`config.mk`:
```
export PLATFORM = sky130hd
export DESIGN_NAME = act_pwl_pipe_flat
export DESIGN_NICKNAME = d
export VERILOG_FILES = /design/src/rtl/act_pwl_pipe_if.sv /design/src/rtl/act_pwl_pipe.sv /design/src/flat_wrapper.sv
export SDC_FILE = /design/constraint.sdc
export NUM_CORES = 1
export LEC_CHECK = 0
export ABC_AREA = 1
export BUFFER_PORTS_ARGS = -buffer_cell sky130_fd_sc_hd__buf_4
export CAP_MARGIN = 5
export CORE_MARGIN = 1.5
export CORE_UTILIZATION = 62
export CTS_CLUSTER_SIZE = 20
export DETAILED_ROUTE_END_ITERATION = 10
export PLACE_DENSITY = 0.92
export SETUP_SLACK_MARGIN = 0.02
export SLEW_MARGIN = 20
export SYNTH_ARGS = -nofsm -noshare
export SYNTH_HDL_FRONTEND = slang
export SYNTH_SLANG_ARGS = --single-unit
```
`constraint.sdc`:
```
create_clock -name clk -period 3.7 [get_ports clk]
set_input_delay 0.37 -clock clk [delete_from_list [all_inputs] [get_ports clk]]
set_output_delay 0.37 -clock clk [all_outputs]
set_load 0.05 [all_outputs]
```
`src/rtl/act_pwl_pipe_if.sv`:
```
// Streaming bus for act_pwl_pipe: input beat handshake plus output beat handshake.
// master drives beats in and accepts results; slave is the activation pipe.
interface act_pwl_pipe_if #(
    parameter int unsigned DATA_W = 16,
    parameter int unsigned LANES  = 4
) ();

    logic                    in_valid;
    logic                    in_ready;
    logic                    in_mode;
    logic [LANES*DATA_W-1:0] in_data;
    logic                    out_valid;
    logic                    out_ready;
    logic                    out_mode;
    logic [LANES*DATA_W-1:0] out_data;

    modport master (
        output in_valid, in_mode, in_data, out_ready,
        input  in_ready, out_valid, out_mode, out_data
    );

    modport slave (
        input  in_valid, in_mode, in_data, out_ready,
        output in_ready, out_valid, out_mode, out_data
    );

endinterface

```
`src/rtl/act_pwl_pipe.sv`:
```
// act_pwl_pipe: 3-stage per-lane piecewise-linear tanh (and optional sigmoid).
// Optional sigmoid mode is enabled by defining ACT_PWL_SIGMOID_EN; without it
// in_mode is ignored and out_mode is tied low.
// Stage 1: |x| (saturated), sign, mode, sigmoid pre-shift.
// Stage 2: segment index, delta from segment breakpoint, slope shift.
// Stage 3: y = sign * (base + delta >> shift), optional sigmoid post-add.
module act_pwl_pipe #(
    parameter int unsigned DATA_W = 16,
    parameter int unsigned LANES  = 4
) (
    input  logic          clk,
    input  logic          rst_n,
    act_pwl_pipe_if.slave bus
);

    localparam int unsigned SEG_W = 3;
    localparam int unsigned SH_W  = 3;

    typedef logic [DATA_W-1:0] word_t;
    typedef logic [SEG_W-1:0]  seg_t;
    typedef logic [SH_W-1:0]   sh_t;

    localparam word_t MOST_NEG = {1'b1, {(DATA_W-1){1'b0}}};
    localparam word_t MAX_POS  = ~MOST_NEG;

    localparam word_t BP1 = word_t'(32'h008D);
    localparam word_t BP2 = word_t'(32'h0113);
    localparam word_t BP3 = word_t'(32'h017B);
    localparam word_t BP4 = word_t'(32'h01DA);
    localparam word_t BP5 = word_t'(32'h026B);

    localparam word_t BASE1    = word_t'(32'h008D);
    localparam word_t BASE2    = word_t'(32'h00D0);
    localparam word_t BASE3    = word_t'(32'h00EA);
    localparam word_t BASE4    = word_t'(32'h00F5);
    localparam word_t BASE_SAT = word_t'(32'h0100);

`ifdef ACT_PWL_SIGMOID_EN
    localparam word_t HALF = word_t'(32'h0080);
`endif

    // Stage valid flags and advance conditions
    logic s1_v_q, s1_v_d;
    logic s2_v_q, s2_v_d;
    logic s3_v_q, s3_v_d;
    logic s1_adv_c, s2_adv_c, s3_adv_c;

    // Stage 1 payload
    word_t            abs_q [LANES];
    word_t            abs_d [LANES];
    logic [LANES-1:0] s1_neg_q, s1_neg_d;

    // Stage 2 payload
    seg_t             seg_q   [LANES];
    seg_t             seg_d   [LANES];
    word_t            delta_q [LANES];
    word_t            delta_d [LANES];
    sh_t              sh_q    [LANES];
    sh_t              sh_d    [LANES];
    logic [LANES-1:0] s2_neg_q, s2_neg_d;

    // Stage 3 payload
    word_t            y_q [LANES];
    word_t            y_d [LANES];

`ifdef ACT_PWL_SIGMOID_EN
    logic s1_mode_q, s1_mode_d;
    logic s2_mode_q, s2_mode_d;
    logic s3_mode_q, s3_mode_d;
`endif

    // Elastic pipeline: a stage moves when it is empty or its successor moves
    assign s3_adv_c     = !s3_v_q || bus.out_ready;
    assign s2_adv_c     = !s2_v_q || s3_adv_c;
    assign s1_adv_c     = !s1_v_q || s2_adv_c;
    assign bus.in_ready = s1_adv_c;

    // Stage 1: optional sigmoid pre-shift, then sign and saturated magnitude
    always_comb begin
        word_t x_c;
        word_t xs_c;
        x_c      = '0;
        xs_c     = '0;
        s1_v_d   = s1_v_q;
        s1_neg_d = s1_neg_q;
        for (int i = 0; i < int'(LANES); i++) begin
            abs_d[i] = abs_q[i];
        end
`ifdef ACT_PWL_SIGMOID_EN
        s1_mode_d = s1_mode_q;
`endif
        if (s1_adv_c) begin
            s1_v_d = bus.in_valid;
`ifdef ACT_PWL_SIGMOID_EN
            s1_mode_d = bus.in_mode;
`endif
            for (int i = 0; i < int'(LANES); i++) begin
                x_c = bus.in_data[i*DATA_W +: DATA_W];
`ifdef ACT_PWL_SIGMOID_EN
                xs_c = bus.in_mode ? word_t'($signed(x_c) >>> 1) : x_c;
`else
                xs_c = x_c;
`endif
                s1_neg_d[i] = xs_c[DATA_W-1];
                if (xs_c == MOST_NEG) begin
                    abs_d[i] = MAX_POS;
                end else if (xs_c[DATA_W-1]) begin
                    abs_d[i] = word_t'(~xs_c + word_t'(1));
                end else begin
                    abs_d[i] = xs_c;
                end
            end
        end
    end

    // Stage 2: locate segment, offset from its breakpoint, and slope shift
    always_comb begin
        word_t a_c;
        a_c      = '0;
        s2_v_d   = s2_v_q;
        s2_neg_d = s2_neg_q;
        for (int i = 0; i < int'(LANES); i++) begin
            seg_d[i]   = seg_q[i];
            delta_d[i] = delta_q[i];
            sh_d[i]    = sh_q[i];
        end
`ifdef ACT_PWL_SIGMOID_EN
        s2_mode_d = s2_mode_q;
`endif
        if (s2_adv_c) begin
            s2_v_d   = s1_v_q;
            s2_neg_d = s1_neg_q;
`ifdef ACT_PWL_SIGMOID_EN
            s2_mode_d = s1_mode_q;
`endif
            for (int i = 0; i < int'(LANES); i++) begin
                a_c = abs_q[i];
                if (a_c < BP1) begin
                    seg_d[i]   = seg_t'(0);
                    delta_d[i] = a_c;
                    sh_d[i]    = sh_t'(0);
                end else if (a_c < BP2) begin
                    seg_d[i]   = seg_t'(1);
                    delta_d[i] = a_c - BP1;
                    sh_d[i]    = sh_t'(1);
                end else if (a_c < BP3) begin
                    seg_d[i]   = seg_t'(2);
                    delta_d[i] = a_c - BP2;
                    sh_d[i]    = sh_t'(2);
                end else if (a_c < BP4) begin
                    seg_d[i]   = seg_t'(3);
                    delta_d[i] = a_c - BP3;
                    sh_d[i]    = sh_t'(3);
                end else if (a_c < BP5) begin
                    seg_d[i]   = seg_t'(4);
                    delta_d[i] = a_c - BP4;
                    sh_d[i]    = sh_t'(4);
                end else begin
                    seg_d[i]   = seg_t'(5);
                    delta_d[i] = '0;
                    sh_d[i]    = sh_t'(0);
                end
            end
        end
    end

    // Stage 3: segment base plus scaled delta, restore sign, optional sigmoid add
    always_comb begin
        word_t base_c;
        word_t mag_c;
        word_t yt_c;
        base_c = '0;
        mag_c  = '0;
        yt_c   = '0;
        s3_v_d = s3_v_q;
        for (int i = 0; i < int'(LANES); i++) begin
            y_d[i] = y_q[i];
        end
`ifdef ACT_PWL_SIGMOID_EN
        s3_mode_d = s3_mode_q;
`endif
        if (s3_adv_c) begin
            s3_v_d = s2_v_q;
`ifdef ACT_PWL_SIGMOID_EN
            s3_mode_d = s2_mode_q;
`endif
            for (int i = 0; i < int'(LANES); i++) begin
                case (seg_q[i])
                    seg_t'(0): base_c = '0;
                    seg_t'(1): base_c = BASE1;
                    seg_t'(2): base_c = BASE2;
                    seg_t'(3): base_c = BASE3;
                    seg_t'(4): base_c = BASE4;
                    default:   base_c = BASE_SAT;
                endcase
                mag_c = base_c + (delta_q[i] >> sh_q[i]);
                yt_c  = s2_neg_q[i] ? word_t'(~mag_c + word_t'(1)) : mag_c;
`ifdef ACT_PWL_SIGMOID_EN
                y_d[i] = s2_mode_q ? word_t'(HALF + word_t'($signed(yt_c) >>> 1)) : yt_c;
`else
                y_d[i] = yt_c;
`endif
            end
        end
    end

    // Pipeline registers; reset empties every stage and clears the output beat
    always_ff @(posedge clk or negedge rst_n) begin
        if (!rst_n) begin
            s1_v_q   <= 1'b0;
            s2_v_q   <= 1'b0;
            s3_v_q   <= 1'b0;
            s1_neg_q <= '0;
            s2_neg_q <= '0;
            for (int i = 0; i < int'(LANES); i++) begin
                abs_q[i]   <= '0;
                seg_q[i]   <= '0;
                delta_q[i] <= '0;
                sh_q[i]    <= '0;
                y_q[i]     <= '0;
            end
`ifdef ACT_PWL_SIGMOID_EN
            s1_mode_q <= 1'b0;
            s2_mode_q <= 1'b0;
            s3_mode_q <= 1'b0;
`endif
        end else begin
            s1_v_q   <= s1_v_d;
            s2_v_q   <= s2_v_d;
            s3_v_q   <= s3_v_d;
            s1_neg_q <= s1_neg_d;
            s2_neg_q <= s2_neg_d;
            for (int i = 0; i < int'(LANES); i++) begin
                abs_q[i]   <= abs_d[i];
                seg_q[i]   <= seg_d[i];
                delta_q[i] <= delta_d[i];
                sh_q[i]    <= sh_d[i];
                y_q[i]     <= y_d[i];
            end
`ifdef ACT_PWL_SIGMOID_EN
            s1_mode_q <= s1_mode_d;
            s2_mode_q <= s2_mode_d;
            s3_mode_q <= s3_mode_d;
`endif
        end
    end

    // Output beat packing
    always_comb begin
        bus.out_data = '0;
        for (int i = 0; i < int'(LANES); i++) begin
            bus.out_data[i*DATA_W +: DATA_W] = y_q[i];
        end
    end

    assign bus.out_valid = s3_v_q;
`ifdef ACT_PWL_SIGMOID_EN
    assign bus.out_mode  = s3_mode_q;
`else
    assign bus.out_mode  = 1'b0;
`endif

endmodule

```
`src/flat_wrapper.sv`:
```
// flat-port wrapper written by rule: the top's interface ports become plain ports
module act_pwl_pipe_flat 
#(
    parameter int unsigned DATA_W = 16,
    parameter int unsigned LANES  = 4
)
  (clk, rst_n, bus_in_valid, bus_in_mode, bus_in_data, bus_out_ready, bus_in_ready, bus_out_valid, bus_out_mode, bus_out_data);
  act_pwl_pipe_if #(.DATA_W(DATA_W), .LANES(LANES)) bus_i ();
  input  logic clk;
  input  logic rst_n;
  input wire logic [$bits(bus_i.in_valid)-1:0] bus_in_valid;
  input wire logic [$bits(bus_i.in_mode)-1:0] bus_in_mode;
  input wire logic [$bits(bus_i.in_data)-1:0] bus_in_data;
  input wire logic [$bits(bus_i.out_ready)-1:0] bus_out_ready;
  output wire logic [$bits(bus_i.in_ready)-1:0] bus_in_ready;
  output wire logic [$bits(bus_i.out_valid)-1:0] bus_out_valid;
  output wire logic [$bits(bus_i.out_mode)-1:0] bus_out_mode;
  output wire logic [$bits(bus_i.out_data)-1:0] bus_out_data;
  assign bus_i.in_valid = bus_in_valid;
  assign bus_i.in_mode = bus_in_mode;
  assign bus_i.in_data = bus_in_data;
  assign bus_i.out_ready = bus_out_ready;
  assign bus_in_ready = bus_i.in_ready;
  assign bus_out_valid = bus_i.out_valid;
  assign bus_out_mode = bus_i.out_mode;
  assign bus_out_data = bus_i.out_data;
  act_pwl_pipe #(.DATA_W(DATA_W), .LANES(LANES)) u_core (.clk(clk), .rst_n(rst_n), .bus(bus_i));
endmodule
```
# After elaboration in Yosys (flattened, before gate mapping)
# Cells that the tools add are included.
# classes
addsub	28
magnitude_cmp	20
n_eq_ne	20
n_shift	4
mux	80
n_bitwise	8
n_reduce_logical	10
# ops
cell	n
$mux W16	36
$lt A16 B9 Y1 const B	12
$sub A16 B9 Y16 const B	12
$pmux W9 S5	4
$add A16 B1 Y16 const B	8
$not A16 Y16	8
$mux W3	36
$add A16 B16 Y16	4
$eq A16 B16 Y1 const B	4
$lt A16 B10 Y1 const B	4
$lt A16 B8 Y1 const B	4
$shr A16 B3 Y16	4
$sub A16 B8 Y16 const B	4
$eq A3 B2 Y1 const B	8
$eq A3 B1 Y1 const B	4
$eq A3 B3 Y1 const B	4
$logic_not A3 Y1	4
$mux W1	4
$logic_not A1 Y1	3
$logic_or A1 B1 Y1	3
# word_totals
regBits	227
inputBits	69
out_inout_bits	67
elab_cells	195

# Depth between registers and ports, before layout
# Gate-level depths: netlist (run 1).
# logic_depth
word_depth	7
ltp_mapped	27
mapped_depth_nobuf	26

# Worst setup path before layout (run 1)
# No wires, ideal clock.
# synth_timing
kind	register to register
start	reg u_core.sh_q[0] (netlist bit)
end	reg u_core.y_q, in the netlist u_core.bus.out_data[60]
setup_time_ps	118
t_arrival_ps	3080
t_required_ps	3582
setup_slack_ps	502
stages_incl_launch_ff	25
n_path_buf	2
synth_period_minus_slack_ps	3198
cell_sequence	dfrtp_1 > buf_6 > clkbuf_1 > nand2_1 > o21ai_0 > inv_1 > o21ai_0 > nand2_1 > o21ai_0 > ha_1 > inv_1 > fa_1 > ha_1 > inv_1 > nor2_1 > nand2_1 > nor2_2 > nand3_1 > nor2_2 > nand3_2 > nand2_2 > nand2_1 > xnor2_1 > nand2_1 > nand2_1
# synth_between
elab_chain_cells	5
# synth_rtl
element	line_no	rtl
start: declaration	act_pwl_pipe.sv:58	sh_t sh_q [LANES];
start signal: indexed assignment	act_pwl_pipe.sv:237	sh_q[i] <= sh_d[i];
$shr A16 B3 Y16 *	act_pwl_pipe.sv:196	mag_c = base_c + (delta_q[i] >> sh_q[i]);
$add A16 B16 Y16 *	act_pwl_pipe.sv:196	
$not A16 Y16	act_pwl_pipe.sv:197	yt_c = s2_neg_q[i] ? word_t'(~mag_c + word_t'(1)) : mag_c;
$add A16 B1 Y16	act_pwl_pipe.sv:197	
$mux W16 *	act_pwl_pipe.sv:197	
end signal: indexed assignment	act_pwl_pipe.sv:238	y_q[i] <= y_d[i];
end: declaration	act_pwl_pipe.sv:63	word_t y_q [LANES];
# Mark *: on every way between the ends. The rest lies on a longest branch, timed or not.
# A chain may end at the register's enable or synchronous reset.

# Worst setup path in the final report (run 1)
# layout_timing
start	reg u_core.sh_q[3] (netlist bit)
end	reg u_core.y_q, in the netlist u_core.bus.out_data[47]
# The elaborated chain is that of the path after synthesis.

==> qor.csv, run 1 <==
metric,value,unit
min_from,bus_in_valid,
place_congestion,0.925,
p_per_area,477,mW/mm2
synth_top_area_share,29.1,%
path_delay_family,simple AND/OR/NAND/NOR gates,
io_buffers,133,
layout_common_cells,"nand2_1 (802), inv_1 (309), nor2_1 (294)",
grt_max_degree,110,
grt_pass1_vias,17817,
ys_ff_latch,223,
synthArstFlopShare,100,%
grt_pass1_wl,82.8,mm
yosysUniqueCellTypes,55,
syn_inst,2971,
finalMaxSlewViolations,0,
crit_path_end_kind,register,
drt_wl_total,49.4,mm
synth_ff_type,dfrtp_1,
antenna-diode-count,0,
vias_per_cell,5.65,
nets,3200,
syn_avg_cell_area,6.45,um2
worst_hold_path.endpoint,u_core.s1_v_q,
die_w,179,um
path_max_fanout,7,
grt_overflow,0,
ff2ff_setup_slack,0.24,ns
yosysSeqAreaShare,29.1,%
max_cap_viol_count,0,
r2r_end,u_core.bus.out_data[47],
hold_violations,0,
hpwlAfterDp,36.9,mm
slowest_delay,0.45,ns
reg2reg_from,u_core.sh_q[3],
slew-limit-headroom,40.4,%
drive_above_1_share,12.4,%
clockPowerShare,24.6,%
clkSinkCount,223,
ir_worst_vdd,317,uV
power.total,10.2,mW
cts_made_buffers,25,
required,4.12,ns
cts-htree-levels,1,
yosysWarnings,0,
seq_power_share,32.2,%
syn2layout_area_growth,11.2,%
cp-start-kind,register,
post-route-drc-count,0,
cts-root-buf,clkbuf_16,
crit_top_cell,nand2_1,
p_sw,4.42,mW
synth_edf_count,0,
final_common_cell,nand2_1,
dr.first_iter.drc_count,1799,
start_util,62.8,%
fin_crit_sh,93.6,%
num_vias,19609,
status,completed,
ioPinCount,136,
die_h,179,um
p_leak,10.7,nW
clkLatencyLatePin,0.53,ns
finClkSkew,0.0128,ns
clk_pin_slew,0.06,ns
cts_buffer_depth,3,
grt_usage,30.7,%
worst_slack,0.235,ns
arrival,3.89,ns
worst_pin_slew,0.894,ns
synth_area,0.0192,mm2
worst-path-buf-inv,2,
critPathKind,reg2reg,
synth_fp_nets,3112,
worstRegToRegCells,24,
ys_top_cells_by_area,"dfrtp_1 (29%), nand2_1 (16%), nand3_1 (6.5%), o21ai_0 (6.3%), inv_1 (6.1%)",
worstHoldPathType,in2reg,
wl_per_cell,14.2,um
cts_tree,yes,
path_cells,"buf_2, o21ai_1, nand2_1, o21ai_2, nand2_1, o21ai_1, ha_2, inv_1, fa_2, nand3b_1, nand2_2, nand2_1, nand2_1, nand2_1, nand2_1, nand2_1, nor2_2, nand2_2, nor2_2, nand3_1, nand2_1, nand2_1, nand3_1, nand2_1",
hold_depth,2,
rsz0062_at_grt,yes,
detail-route-antenna-nets,0,
drt_first_pass_iters,6,
slowest_stage,dfrtp_2,
internal-power,5.75,mW
setup_violations,0,
grt_antenna_before_repair,0,
switching_share,43.5,%
fmax,0.289,GHz
placementRows,64,
period_needed,3.46,ns
pwr-share-comb,43.2,%
core_area,0.0305,mm2
yosysTopAreaCell,dfrtp_1,
dieArea,0.0320,mm2
pre_cts_slack,0.149,ns
-- layout make-up --
| type | instances | area [um2] |
|---|---|---|
| fill | 2687 | 9190 |
| clock buffer | 36 | 717 |
| multi-input combinational | 2285 | 11800 |
| tap | 396 | 495 |
| timing repair buffer | 168 | 1280 |
| clock inverter | 8 | 103 |
| sequential | 223 | 5590 |
| inverter | 356 | 1340 |
-- stage by stage --
stage	TNS, ns	instances	instance area (um2)	hold WS, ns	util [%]
after detailed placement	0	3417	20300	0.467	66.7
final	0	3472	21300	0.0617	69.9
after CTS	0	3462	21200	0.0401	69.4
after global placement	0	3417	20300	0.465	66.7
after floorplan	0	2971	19200	0.0744	-
after global routing	-0.0207	3472	21300	0.0520	69.9
-- power by group through the flow --
stage | registers [mW] | clock network [mW] | logic (mW)
6_report | 3.27 | 2.50 | 4.40
5_1_grt | 3.33 | 2.63 | 4.84
4_1_cts | 3.27 | 2.53 | 4.33
3_5_place_dp | 3.30 | 0 | 4.30
3_3_place_gp | 3.28 | 0 | 4.16
2_1_floorplan | 4.08 | 0 | 2.33
-- cell usage after synthesis, types with 8 or more instances --
| library cell | n |
|---|---|
| a21oi_1 | 145 |
| a22oi_1 | 13 |
| a31oi_1 | 13 |
| and2_1 | 8 |
| buf_1 | 9 |
| buf_2 | 32 |
| buf_6 | 9 |
| clkbuf_1 | 52 |
| dfrtp_1 | 223 |
| ha_1 | 68 |
| inv_1 | 309 |
| inv_2 | 38 |
| nand2_1 | 806 |
| nand2_2 | 49 |
| nand3_1 | 247 |
| nand3_2 | 14 |
| nand3b_1 | 26 |
| nand4_1 | 36 |
| nor2_1 | 299 |
| nor2_2 | 16 |
| nor3_1 | 35 |
| o211ai_1 | 19 |
| o21ai_0 | 242 |
| o21ai_1 | 31 |
| o21bai_1 | 9 |
| o22ai_1 | 15 |
| or2_2 | 10 |
| xnor2_1 | 22 |
| xor2_1 | 97 |
-- worst register-to-register path, stage by stage (launching register included) --
cell and delay (ns):
dfrtp_2 0.45, buf_2 0.18, o21ai_1 0.19, nand2_1 0.09, o21ai_2 0.08, nand2_1 0.07
o21ai_1 0.12, ha_2 0.21, inv_1 0.05, fa_2 0.36, nand3b_1 0.18, nand2_2 0.11
nand2_1 0.09, nand2_1 0.09, nand2_1 0.05, nand2_1 0.10, nand2_1 0.08, nor2_2 0.11
nand2_2 0.09, nor2_2 0.15, nand3_1 0.14, nand2_1 0.11, nand2_1 0.09, nand3_1 0.10
nand2_1 0.06
-- timing repair --
| item | in CTS | in global routing |
|---|---|---|
| buffers inserted | 0 | 10 |
| hold buffers | 1 | 0 |
| resized for setup | 0 | 43 |
| endpoints found under the setup margin | 0 | 29 |
| endpoints found under the hold margin | 106 | 0 |
-- kinds of logic (layout without fill, tap and decap cells) --
logic type      Yosys count  after routing  synth area share [%]
simple gates           1565           1565                  35.5
compound gates          523            523                  15.0
buf+inv                 463            568                  9.77
flops                   223            223                  29.1
xor+xnor                120            120                  5.52
fa+ha+maj                72             72                  4.86
mux                       4              4                 0.209
other cells               1              1                0.0196
-- flip-flops by register name, indices dropped and copies added (netlist names) --
| signal | cells |
|---|---|
| u_core.abs_q | 64 |
| u_core.bus.out_data | 64 |
| u_core.bus.out_valid | 1 |
| u_core.delta_q | 64 |
| u_core.s1_neg_q | 4 |
| u_core.s1_v_q | 1 |
| u_core.s2_neg_q | 4 |
| u_core.s2_v_q | 1 |
| u_core.seg_q | 8 |
| u_core.sh_q | 12 |
-- metal layers --
| layer | track usage [%] | part of all wire (%) | up-vias |
|---|---|---|---|
| li1 | - | - | 9819 |
| met5 | 0 | 0 | - |
| met1 | 44.2 | 47 | 9044 |
| met3 | 3.46 | 6.5 | 76 |
| met2 | 49.4 | 45 | 670 |
| met4 | 6.98 | 1.8 | 0 |
-- worst max-delay path by stage --
stage	depth (start not counted)	from	slack (ns)	endpoint
floorplan	24	u_core.sh_q[0]	0.50	u_core.bus.out_data[60]
detailed placement	22	u_core.sh_q[0]	0.15	u_core.bus.out_data[60]
global placement	19	u_core.sh_q[0]	0.32	u_core.bus.out_data[60]
finish	24	u_core.sh_q[3]	0.24	u_core.bus.out_data[47]
CTS	24	u_core.sh_q[3]	0.11	u_core.bus.out_data[47]
global route	20	u_core.sh_q[0]	-0.01	u_core.bus.out_data[60]
Note: power is estimated with default switching activity, not from simulation.
==> inputs of run 2 (changes only) <==
--- a/config.mk
+++ b/config.mk
@@ -9,10 +9,10 @@
 export BUFFER_PORTS_ARGS = -buffer_cell sky130_fd_sc_hd__buf_4
 export CAP_MARGIN = 5
 export CORE_MARGIN = 1.5
-export CORE_UTILIZATION = 62
+export CORE_UTILIZATION = 56
 export CTS_CLUSTER_SIZE = 20
 export DETAILED_ROUTE_END_ITERATION = 10
-export PLACE_DENSITY = 0.92
+export PLACE_DENSITY = 0.88
 export SETUP_SLACK_MARGIN = 0.02
 export SLEW_MARGIN = 20
 export SYNTH_ARGS = -nofsm -noshare
==> constraint.sdc (replaced) <==
create_clock -name clk -period 3 [get_ports clk]
set_input_delay 0.3 -clock clk [delete_from_list [all_inputs] [get_ports clk]]
set_output_delay 0.3 -clock clk [all_outputs]
set_load 0.05 [all_outputs]
==> qor.csv, run 2 (synthesis results as in run 1) <==
metric,value,unit,change
status,"complete, but fails checks",,
violations,setup timing,,
ioPinCount,136,,unchanged
period_needed,3.53,ns,+0.0688 ns
required,3.42,ns,-0.70 ns
setup-tns-final,-9.00,ns,-9.00 ns
grt_antenna_before_repair,0,,unchanged
crit_path_end_kind,register,,
worstHoldPathType,in2reg,,
internal-power,7.98,mW,+39%
worstRegToRegCells,25,,+4.2%
rsz0062_at_grt,yes,,
reg2reg_from,u_core.sh_q[6],,
p_per_area,587,mW/mm2,+23%
dr.first_iter.drc_count,2136,,+19%
grt_pass1_vias,19294,,+8.3%
whs,0.0585,ns,-0.00318 ns
cts_buffer_depth,3,,unchanged
slowest_delay,0.42,ns,-0.03 ns
start_util,57.0,%,-5.8 points
switching_share,43.3,%,-0.17 points
r2r_end,u_core.bus.out_data[30],,
pre_cts_slack,-0.391,ns,-0.540 ns
place_inst,3615,,+5.8%
wl_per_cell,15.7,um,+10%
hold_violations,0,,unchanged
finClkSkew,0.0174,ns,+0.00467 ns
drt_wl_total,58.4,mm,+18%
worst_slack,-0.533,ns,-0.769 ns
max_cap_viol_count,0,,unchanged
fin_util,71.4,%,+1.5 points
cp-start-kind,register,,
detail-route-antenna-nets,0,,unchanged
arrival,3.95,ns,+0.06 ns
seq_power_share,28.9,%,-3.3 points
path_max_fanout,3,,-4
grt_max_degree,110,,unchanged
clkLatencyLatePin,0.54,ns,about the same
slowest_stage,dfrtp_2,,
die_w,188,um,+5.1%
placementRows,67,,+4.7%
hpwlAfterDp,38.1,mm,+3.3%
critPathKind,reg2reg,,
clk_pin_slew,0.07,ns,about the same
layout_common_cells,"nand2_1 (724), buf_4 (338), inv_1 (293)",,
crit_path_start,u_core.sh_q[6],,
io_buffers,133,,unchanged
grt_usage,29.3,%,-1.4 points
dieArea,0.0353,mm2,+11%
pwr-share-comb,48.9,%,+5.7 points
cts-root-buf,clkbuf_16,,
antenna-diode-count,0,,unchanged
cts_tree,yes,,
setup_violations,40,,+40
clockPowerShare,22.2,%,-2.4 points
nets,3399,,+6.2%
drt_first_pass_iters,7,,+1
slew-limit-headroom,39.5,%,-0.89 points
die_h,188,um,+5.1%
cts_made_buffers,25,,unchanged
grt_overflow,0,,unchanged
worst_pin_slew,0.907,ns,+0.0134 ns
crit_top_cell,nand2_1,,
syn2layout_area_growth,25.2,%,
ff2ff_setup_slack,-0.53,ns,-0.77 ns
core_area,0.0336,mm2,+10%
drive_above_1_share,24.4,%,+12 points
p_sw,6.09,mW,+38%
cts-htree-levels,1,,unchanged
final_common_cell,nand2_1,,
finalMaxSlewViolations,0,,unchanged
place_congestion,0.927,,+0.23%
clkSinkCount,223,,unchanged
fmax,0.283,GHz,-1.9%
crit_end,u_core.bus.out_data[30],,
ir_worst_vdd,526,uV,+66%
num_vias,21449,,+9.4%
fin_crit_sh,118,%,+24 points
grt_pass1_wl,89.7,mm,+8.3%
p_leak,11.9,nW,+11%
fin_cells,3721,,+7.2%
vias_per_cell,5.76,,+2.1%
post-route-drc-count,0,,unchanged
run 2: power groups by stage:
stage / clock (mW) / sequential (mW) / combinational, mW
2_1_floorplan: 0 / 5.03 / 2.91
3_3_place_gp: 0 / 4.05 / 5.70
3_5_place_dp: 0 / 4.08 / 5.84
4_1_cts: 3.16 / 4.03 / 6.21
5_1_grt: 3.29 / 4.13 / 7.41
6_report: 3.13 / 4.06 / 6.88
run 2: layout make-up:
cell class                 count  area, um2
multi-input combinational   2285      12800
fill                        2506       9620
sequential                   223       5590
timing repair buffer         367       2880
inverter                     356       1360
clock buffer                  34        699
tap                          448        561
clock inverter                 8        128
run 2: worst min-delay path by stage:
stage          cells after the start            start  slack, ns                to
3_5_place_dp                       1            rst_n       0.31  u_core.abs_q[17]
6_report                           3  bus_in_data[60]       0.06  u_core.abs_q[12]
4_1_cts                            3  bus_in_data[60]       0.04  u_core.abs_q[12]
2_1_floorplan                      0            rst_n      0.004   u_core.abs_q[0]
5_1_grt                            3  bus_in_data[60]       0.06  u_core.abs_q[12]
3_3_place_gp                       1            rst_n       0.31  u_core.abs_q[18]
run 2: stage by stage:
step	total power, mW	cell area (um2)
CTS	13.4	23100
global placement	9.75	21600
floorplan	7.95	19300
finish	14.1	24000
global route	14.8	24000
detailed placement	9.92	21600
run 2: worst max-delay path: cells and delay by family, from the launching register on:
kind | cells | cell delay (ns)
compound gates | 2 | 0.17
fa+ha+maj | 2 | 0.56
buf+inv | 2 | 0.19
flops | 1 | 0.42
simple gates | 19 | 2.07
run 2: repair_timing:
item | 4_1_cts | 5_1_grt
endpoints found under the setup margin | 42 | 50
gates resized for setup | 132 | 215
hold buffers | 2 | 0
gates cloned | 0 | 0
endpoints found under the hold margin | 72 | 0
buffers inserted | 45 | 21
pin swaps | 85 | 109
run 2: per-layer routing:
layer	share of wire, %	vias to the layer above	routed length [um]	global-route usage (%)
met5	0	-	0	0
met1	43	9865	25100	41.8
met3	7.5	237	4400	2.64
met2	46	1132	26600	47.8
li1	-	10215	-	-
met4	3.9	0	2270	7.54
